<file path="src/rtl/diff_demo_pkg.sv">
// Shared types and helpers for the precision-scalable MAC.
// Contents: psum width default, lane mode enum, lane count/width helpers.
package diff_demo_pkg;

    localparam int unsigned PSUM_WIDTH = 48;
    localparam int unsigned ACC_W_DEF  = PSUM_WIDTH;

    typedef enum logic [1:0] {
        MODE_FULL    = 2'b00,
        MODE_HALF    = 2'b01,
        MODE_QUARTER = 2'b10,
        MODE_ILLEGAL = 2'b11
    } mac_mode_e;

    // Number of independent accumulator lanes for a mode.
    function automatic int unsigned lane_count(input mac_mode_e m);
        case (m)
            MODE_HALF:    return 2;
            MODE_QUARTER: return 4;
            default:      return 1;
        endcase
    endfunction

    // Width of one lane's field within the packed result.
    function automatic int unsigned lane_width(input int unsigned acc_w, input mac_mode_e m);
        return acc_w / lane_count(m);
    endfunction

endpackage

</file>
<file path="src/rtl/prec_mac_lane_sat.sv">
// Saturating accumulator lane with sticky saturation flag.
// Ports: clk, rst_n; en advances the lane; first restarts the sum; last
// clears state after the current sum is presented; add is the lane
// contribution; max is the runtime saturation limit; sum_c/sat_c are the
// combinational updated sum and flag for the current beat.
module prec_mac_lane_sat #(
    parameter int unsigned W = 48
) (
    input  logic         clk,
    input  logic         rst_n,
    input  logic         en,
    input  logic         first,
    input  logic         last,
    input  logic [W-1:0] add,
    input  logic [W-1:0] max,
    output logic [W-1:0] sum_c,
    output logic         sat_c
);

    logic [W-1:0] acc_q;
    logic         sat_q;
    logic [W:0]   raw;

    // One extra bit catches overflow past the lane limit.
    always_comb begin
        raw   = (first ? '0 : {1'b0, acc_q}) + {1'b0, add};
        sum_c = raw[W-1:0];
        sat_c = first ? 1'b0 : sat_q;
        if (raw > {1'b0, max}) begin
            sum_c = max;
            sat_c = 1'b1;
        end
    end

    // A last beat hands its sum downstream and leaves the lane empty.
    always_ff @(posedge clk or negedge rst_n) begin
        if (!rst_n) begin
            acc_q <= '0;
            sat_q <= 1'b0;
        end else if (en) begin
            if (last) begin
                acc_q <= '0;
                sat_q <= 1'b0;
            end else begin
                acc_q <= sum_c;
                sat_q <= sat_c;
            end
        end
    end

endmodule

</file>
<file path="src/rtl/prec_mac_pipe.sv">
// Precision-scalable pipelined MAC: operand a split into 1/2/4 lanes, each
// multiplied by shared b and accumulated with saturation over a packet.
// Ports: clk, rst_n; in_valid/in_ready/in_mode/in_first/in_last/in_a/in_b
// input beat; out_valid/out_ready/out_ans/out_sat result; mode_err sticky
// illegal-mode flag.
module prec_mac_pipe
    import diff_demo_pkg::*;
#(
    parameter int unsigned A_W   = 8,
    parameter int unsigned B_W   = 8,
    parameter int unsigned ACC_W = ACC_W_DEF
) (
    input  logic             clk,
    input  logic             rst_n,
    input  logic             in_valid,
    output logic             in_ready,
    input  logic [1:0]       in_mode,
    input  logic             in_first,
    input  logic             in_last,
    input  logic [A_W-1:0]   in_a,
    input  logic [B_W-1:0]   in_b,
    output logic             out_valid,
    input  logic             out_ready,
    output logic [ACC_W-1:0] out_ans,
    output logic [3:0]       out_sat,
    output logic             mode_err
);

    localparam int unsigned G_W = A_W / 4;
    localparam int unsigned P_W = B_W + G_W;
    localparam int unsigned H_W = ACC_W / 2;
    localparam int unsigned Q_W = ACC_W / 4;

    logic adv;
    logic take;
    assign adv      = ~(out_valid & ~out_ready);
    assign in_ready = adv;
    assign take     = in_valid & adv;

    // Illegal mode runs as full precision; later beats reuse the latched mode.
    mac_mode_e mode_q, in_mode_dec, beat_mode;
    always_comb begin
        in_mode_dec = mac_mode_e'(in_mode);
        if (in_mode_dec == MODE_ILLEGAL) in_mode_dec = MODE_FULL;
        beat_mode = in_first ? in_mode_dec : mode_q;
    end

    // Stage 1: granule products and beat flags.
    logic           s1_valid, s1_first, s1_last;
    mac_mode_e      s1_mode;
    logic [P_W-1:0] s1_p [4];

    always_ff @(posedge clk or negedge rst_n) begin
        if (!rst_n) begin
            s1_valid <= 1'b0;
            s1_first <= 1'b0;
            s1_last  <= 1'b0;
            s1_mode  <= MODE_FULL;
            mode_q   <= MODE_FULL;
            mode_err <= 1'b0;
            for (int g = 0; g < 4; g++) s1_p[g] <= '0;
        end else if (adv) begin
            s1_valid <= take;
            if (take) begin
                s1_first <= in_first;
                s1_last  <= in_last;
                s1_mode  <= beat_mode;
                for (int g = 0; g < 4; g++)
                    s1_p[g] <= P_W'(in_a[g*G_W +: G_W]) * P_W'(in_b);
                if (in_first) mode_q <= in_mode_dec;
                if (in_first && (in_mode == 2'b11)) mode_err <= 1'b1;
            end
        end
    end

    // Stage 2: combine granule products into lane contributions.
    logic [ACC_W-1:0] comb_add [4];
    always_comb begin
        for (int k = 0; k < 4; k++) comb_add[k] = '0;
        case (s1_mode)
            MODE_HALF: begin
                comb_add[0] = ACC_W'(s1_p[0]) + (ACC_W'(s1_p[1]) << G_W);
                comb_add[1] = ACC_W'(s1_p[2]) + (ACC_W'(s1_p[3]) << G_W);
            end
            MODE_QUARTER: begin
                for (int k = 0; k < 4; k++) comb_add[k] = ACC_W'(s1_p[k]);
            end
            default: begin
                for (int g = 0; g < 4; g++)
                    comb_add[0] = comb_add[0] + (ACC_W'(s1_p[g]) << (g * G_W));
            end
        endcase
    end

    logic             s2_valid, s2_first, s2_last;
    mac_mode_e        s2_mode;
    logic [ACC_W-1:0] s2_add [4];

    always_ff @(posedge clk or negedge rst_n) begin
        if (!rst_n) begin
            s2_valid <= 1'b0;
            s2_first <= 1'b0;
            s2_last  <= 1'b0;
            s2_mode  <= MODE_FULL;
            for (int k = 0; k < 4; k++) s2_add[k] <= '0;
        end else if (adv) begin
            s2_valid <= s1_valid;
            if (s1_valid) begin
                s2_first <= s1_first;
                s2_last  <= s1_last;
                s2_mode  <= s1_mode;
                for (int k = 0; k < 4; k++) s2_add[k] <= comb_add[k];
            end
        end
    end

    // Accumulate: limit is all-ones over the active lane field width.
    int unsigned      lane_w;
    logic [ACC_W-1:0] lane_max;
    always_comb begin
        lane_w   = lane_width(ACC_W, s2_mode);
        lane_max = '1;
        lane_max = lane_max >> (ACC_W - lane_w);
    end

    logic [ACC_W-1:0] lane_sum [4];
    logic [3:0]       lane_sat;

    for (genvar k = 0; k < 4; k++) begin : g_lane
        prec_mac_lane_sat #(.W(ACC_W)) u_lane (
            .clk   (clk),
            .rst_n (rst_n),
            .en    (s2_valid & adv),
            .first (s2_first),
            .last  (s2_last),
            .add   (s2_add[k]),
            .max   (lane_max),
            .sum_c (lane_sum[k]),
            .sat_c (lane_sat[k])
        );
    end

    // Pack lane sums; each sum is already bounded by its field width.
    logic [ACC_W-1:0] pack_ans;
    logic [3:0]       pack_sat;
    always_comb begin
        case (s2_mode)
            MODE_HALF: begin
                pack_ans = lane_sum[0] | (lane_sum[1] << H_W);
                pack_sat = {2'b00, lane_sat[1:0]};
            end
            MODE_QUARTER: begin
                pack_ans = lane_sum[0] | (lane_sum[1] << Q_W)
                         | (lane_sum[2] << (2 * Q_W)) | (lane_sum[3] << (3 * Q_W));
                pack_sat = lane_sat;
            end
            default: begin
                pack_ans = lane_sum[0];
                pack_sat = {3'b000, lane_sat[0]};
            end
        endcase
    end

    always_ff @(posedge clk or negedge rst_n) begin
        if (!rst_n) begin
            out_valid <= 1'b0;
            out_ans   <= '0;
            out_sat   <= '0;
        end else if (adv) begin
            out_valid <= s2_valid & s2_last;
            if (s2_valid && s2_last) begin
                out_ans <= pack_ans;
                out_sat <= pack_sat;
            end
        end
    end

endmodule
</file>
<file path="config.mk">
export PLATFORM = sky130hd
export DESIGN_NAME = prec_mac_pipe
export DESIGN_NICKNAME = d
export VERILOG_FILES = /design/src/rtl/diff_demo_pkg.sv /design/src/rtl/prec_mac_lane_sat.sv /design/src/rtl/prec_mac_pipe.sv
export SDC_FILE = /design/constraint.sdc
export NUM_CORES = 1
export LEC_CHECK = 0
export BUFFER_PORTS_ARGS = -buffer_cell sky130_fd_sc_hd__clkbuf_2
export CORE_MARGIN = 5
export CORE_UTILIZATION = 45
export CTS_BUF_LIST = sky130_fd_sc_hd__clkbuf_4
export DETAILED_ROUTE_END_ITERATION = 10
export GPL_TIMING_DRIVEN = 0
export HOLD_SLACK_MARGIN = 0.08
export PLACE_DENSITY_LB_ADDON = 0.15
export SYNTH_ARGS = -nofsm -noshare
export SYNTH_HDL_FRONTEND = slang
export SYNTH_SLANG_ARGS = --single-unit
</file>
<file path="constraint.sdc">
create_clock -name clk -period 6.6 [get_ports clk]
set_input_delay 0.66 -clock clk [delete_from_list [all_inputs] [get_ports clk]]
set_output_delay 0.66 -clock clk [all_outputs]
set_load 0.02 [all_outputs]
</file>
==> flow_summary.ini <==
[synth]
synthAdderAreaFrac_pct = 14.8
syn_nets = 3671
synth_xor_xnor_area_share_pct = 6.42
synth_area_leaders = dfrtp_1, ha_1, nand2_1
syn_avg_cell_area_um2 = 8.40
ys_async_sr_fraction_pct = 100
synth_top_area_share_pct = 31.3
ys_seq_area_share_pct = 31.3
synth_mux_area_share_pct = 1.83
synth_cell_types = 85
synth_top_family_by_area = compound AO/OA/AOI/OAI gates
synth_compound_area_share_pct = 21.2
synth_largest_area_cell = dfrtp_1
synth_simple_gate_area_share_pct = 20.6
ys.warnings.count = 0
synth_area_um2 = 27900
synth_enable_flop_cells = 0
synth_ff_type = dfrtp_1
synth_cells = 3327
ys_ff_latch = 350

[min_path]
worstHoldStart = in_b[0]
holdCritPathClass = input pin to flop

[placed_design]
place.gp.congestion = 1.03
dpl.hpwl_um = 81300
io_buffer_count = 78
dp_slack_ps = -5040
dpl_cell_area_um2 = 29600

[cts]
cts_tree = done
clockBufferDepth = 3
cts_max_level = 3
clockRootBuffer = clkbuf_4
insertion_delay_ps = 980
clk_pin_slew_worst_paths_ps = 60
cts_sinks = 350
cts-buffers-inserted = 104

[sta]
setup_viol = 13
fmax_mhz = 149
clock_skew_ps = 134
worstMarginPinSlew_ps = 1220
hold_viol = 0
finalMaxSlewViolations = 0
rsz0062_at_grt = yes
worst_slack_ps = -129
final.min_clock_period_ps = 6730
fin_crit_sh_pct = 102
max_slew_margin_pct = 18.7

[floorplan]
die_width_um = 259
placementRows = 91
die_y_um = 259
io_pins = 79
core_region_area_um2 = 61600
start_util_pct = 45.4
die_area_um2 = 67200

[power_and_ir_drop]
switchingPower_w = 0.00593
p_leak_nw = 16.0
swShare_pct = 50.7
seqPwrFrac_pct = 24.6
clockPowerShare_pct = 18.5
combPwrFrac_pct = 56.9
power.total_w = 0.0117
intPower_w = 0.00575
power.density_nw_per_um2 = 347
ir_drop_uv = 296

[outcome]
status = finished, violations left
violations = setup timing

[worst_setup_path]
start_kind = flop
crit_path_start = s2_first
path_max_fanout = 6
crit_required_ps = 7400
rr_startpoint = s2_first
crit_arrival_ps = 7530
crit_slowest_cell = or4_1
critPathBufInv = 9
cpMostUsedCell = clkbuf_16
slowest_delay_ps = 550
crit_family = compound AO/OA/AOI/OAI gates
cp-end-kind = flop
crit_type = flop to flop

[drt]
dr.pass1.iters = 6
antenna_left = 0
vias = 27700
first_iter_violations = 2558
via_per_inst = 6.08
routedWlPerCell_um = 24.1
routed_wl_um = 110000
drc_errors = 0

[finish]
nNetsFinal = 3976
syn_to_final_growth_pct = 20.3
postLayoutCellArea_um2 = 33600
drive_gt1_share_pct = 17.5
fillCellCount = 5765
post-route-util_pct = 54.6

[grt]
antenna_found_initial = 6
first_global_vias = 27200
grt_start_max_net_pins = 119
grt_pass1_wl_um = 164000
grt.overflow.total = 0
track_usage_pct = 31.8

[flow_run]
drv_cap = 0
[area by class of cell]
class / count / area, µm² / share of cell area, %
multi-input cells: 2712 / 19600 / 58.4
flip-flops and latches: 350 / 8760 / 26.0
repair buffers: 203 / 1580 / 4.70
clock buffers: 141 / 1060 / 3.15
well taps: 837 / 1050 / 3.11
plain buffers: 141 / 828 / 2.46
inverters: 120 / 452 / 1.34
clock inverters: 48 / 254 / 0.755
diodes: 7 / 17.5 / 0.0521
[Yosys cell counts (39+ instances only)]
master and instances:
nand4_1 58, a21oi_1 194, and2_1 57, xnor2_1 125, ha_1 302, clkbuf_1 114, o21ai_0 294, nor3_1 39
nor2_1 258, xor2_1 80, inv_1 119, dfrtp_1 350, nand3_1 112, a22o_1 61, a21o_1 81, nand2_1 452
nor2b_1 102
[per-layer routing]
metal | vias up | GRT usage, % | wire (µm)
met1 | 13600 | 42.7 | 46000
met2 | 1227 | 48.5 | 48100
met3 | 348 | 7.31 | 9790
met5 | - | 0 | 30
met4 | 6 | 15.6 | 6010
li1 | 12600 | - | -
[worst register-to-register path: cells and delay by family (launching register included)]
family	cells	cell delay, ps
AOI/OAI and AO/OA	9	2030
xor gates and xnor gates	1	160
adders and majority gates	3	850
buffers and inverters	9	1480
DFF	1	400
muxes	1	290
and+or+nand+nor	6	1380
[power by group through the flow]
stage          clock [W]  combinational, W  sequential, W
2_1_floorplan          0           0.00367        0.00284
3_3_place_gp           0           0.00574        0.00289
3_5_place_dp           0           0.00594        0.00290
4_1_cts          0.00221           0.00638        0.00287
5_1_grt          0.00233           0.00714        0.00290
6_report         0.00216           0.00665        0.00287
[metrics by stage]
step                instances   TNS, ps  hold WS [ps]
finish                   4559      -515           141
detailed placement       4248  -1042820           457
global placement         4242  -2138350           456
CTS                      4511     -1980          82.1
global route             4557     -2220          94.6
floorplan                3327         0           364
[state kept, by name, indices dropped and copies added, names as in the netlist, 2 cells and up]
register             count
g_lane.u_lane.acc_q    192
out_sat                  4
s1_mode                  2
s1_p                    40
s2_mode                  2
g_lane.u_lane.sat_q      4
s2_add                  50
out_ans                 48
[layout by cell type, fill, tap and decap left out, types with 77 or more instances in the layout]
cell / synthesis / routed
ha_1: 302 / 289
xor2_1: 80 / 77
clkbuf_1: 114 / 82
a21o_1: 81 / 78
nor2_1: 258 / 248
clkbuf_4: 0 / 145
o21ai_0: 294 / 258
a21oi_1: 194 / 174
nand3_1: 112 / 106
nand2_1: 452 / 445
buf_4: 4 / 103
nor2b_1: 102 / 95
clkbuf_2: 0 / 88
xnor2_1: 125 / 116
inv_1: 119 / 118
dfrtp_1: 350 / 349
[final timing paths]
kind,endpoint,slack [ps],cells after the start
min in group asynchronous,g_lane[1].u_lane.acc_q[42],280,2
max in group asynchronous,s1_p[7],4360,5
worst max-delay path,out_ans[42],-130,29
worst max register to register,out_ans[42],-130,29
worst min register to register,out_ans[13],470,2
worst min-delay path,s1_p[10],140,3
[logic make-up (layout without fill, tap and decap cells)]
family,after synthesis,after routing
XOR/XNOR,205,205
AND/OR/NAND/NOR,1220,1220
buffers and inverters,265,653
flip-flops,350,350
AO/OA/AOI/OAI,919,919
other,0,7
multiplexers,48,48
adder cells (fa/ha/maj),320,320
[what timing repair did]
action / in CTS / in global routing
cloned: 3 / 0
setup endpoints to repair: 248 / 233
hold buffers: 19 / 0
gates resized for setup: 283 / 151
buffers inserted: 54 / 43
endpoints found under the hold margin: 79 / 0
pin swaps: 50 / 78
(Power assumes the default switching activity.)
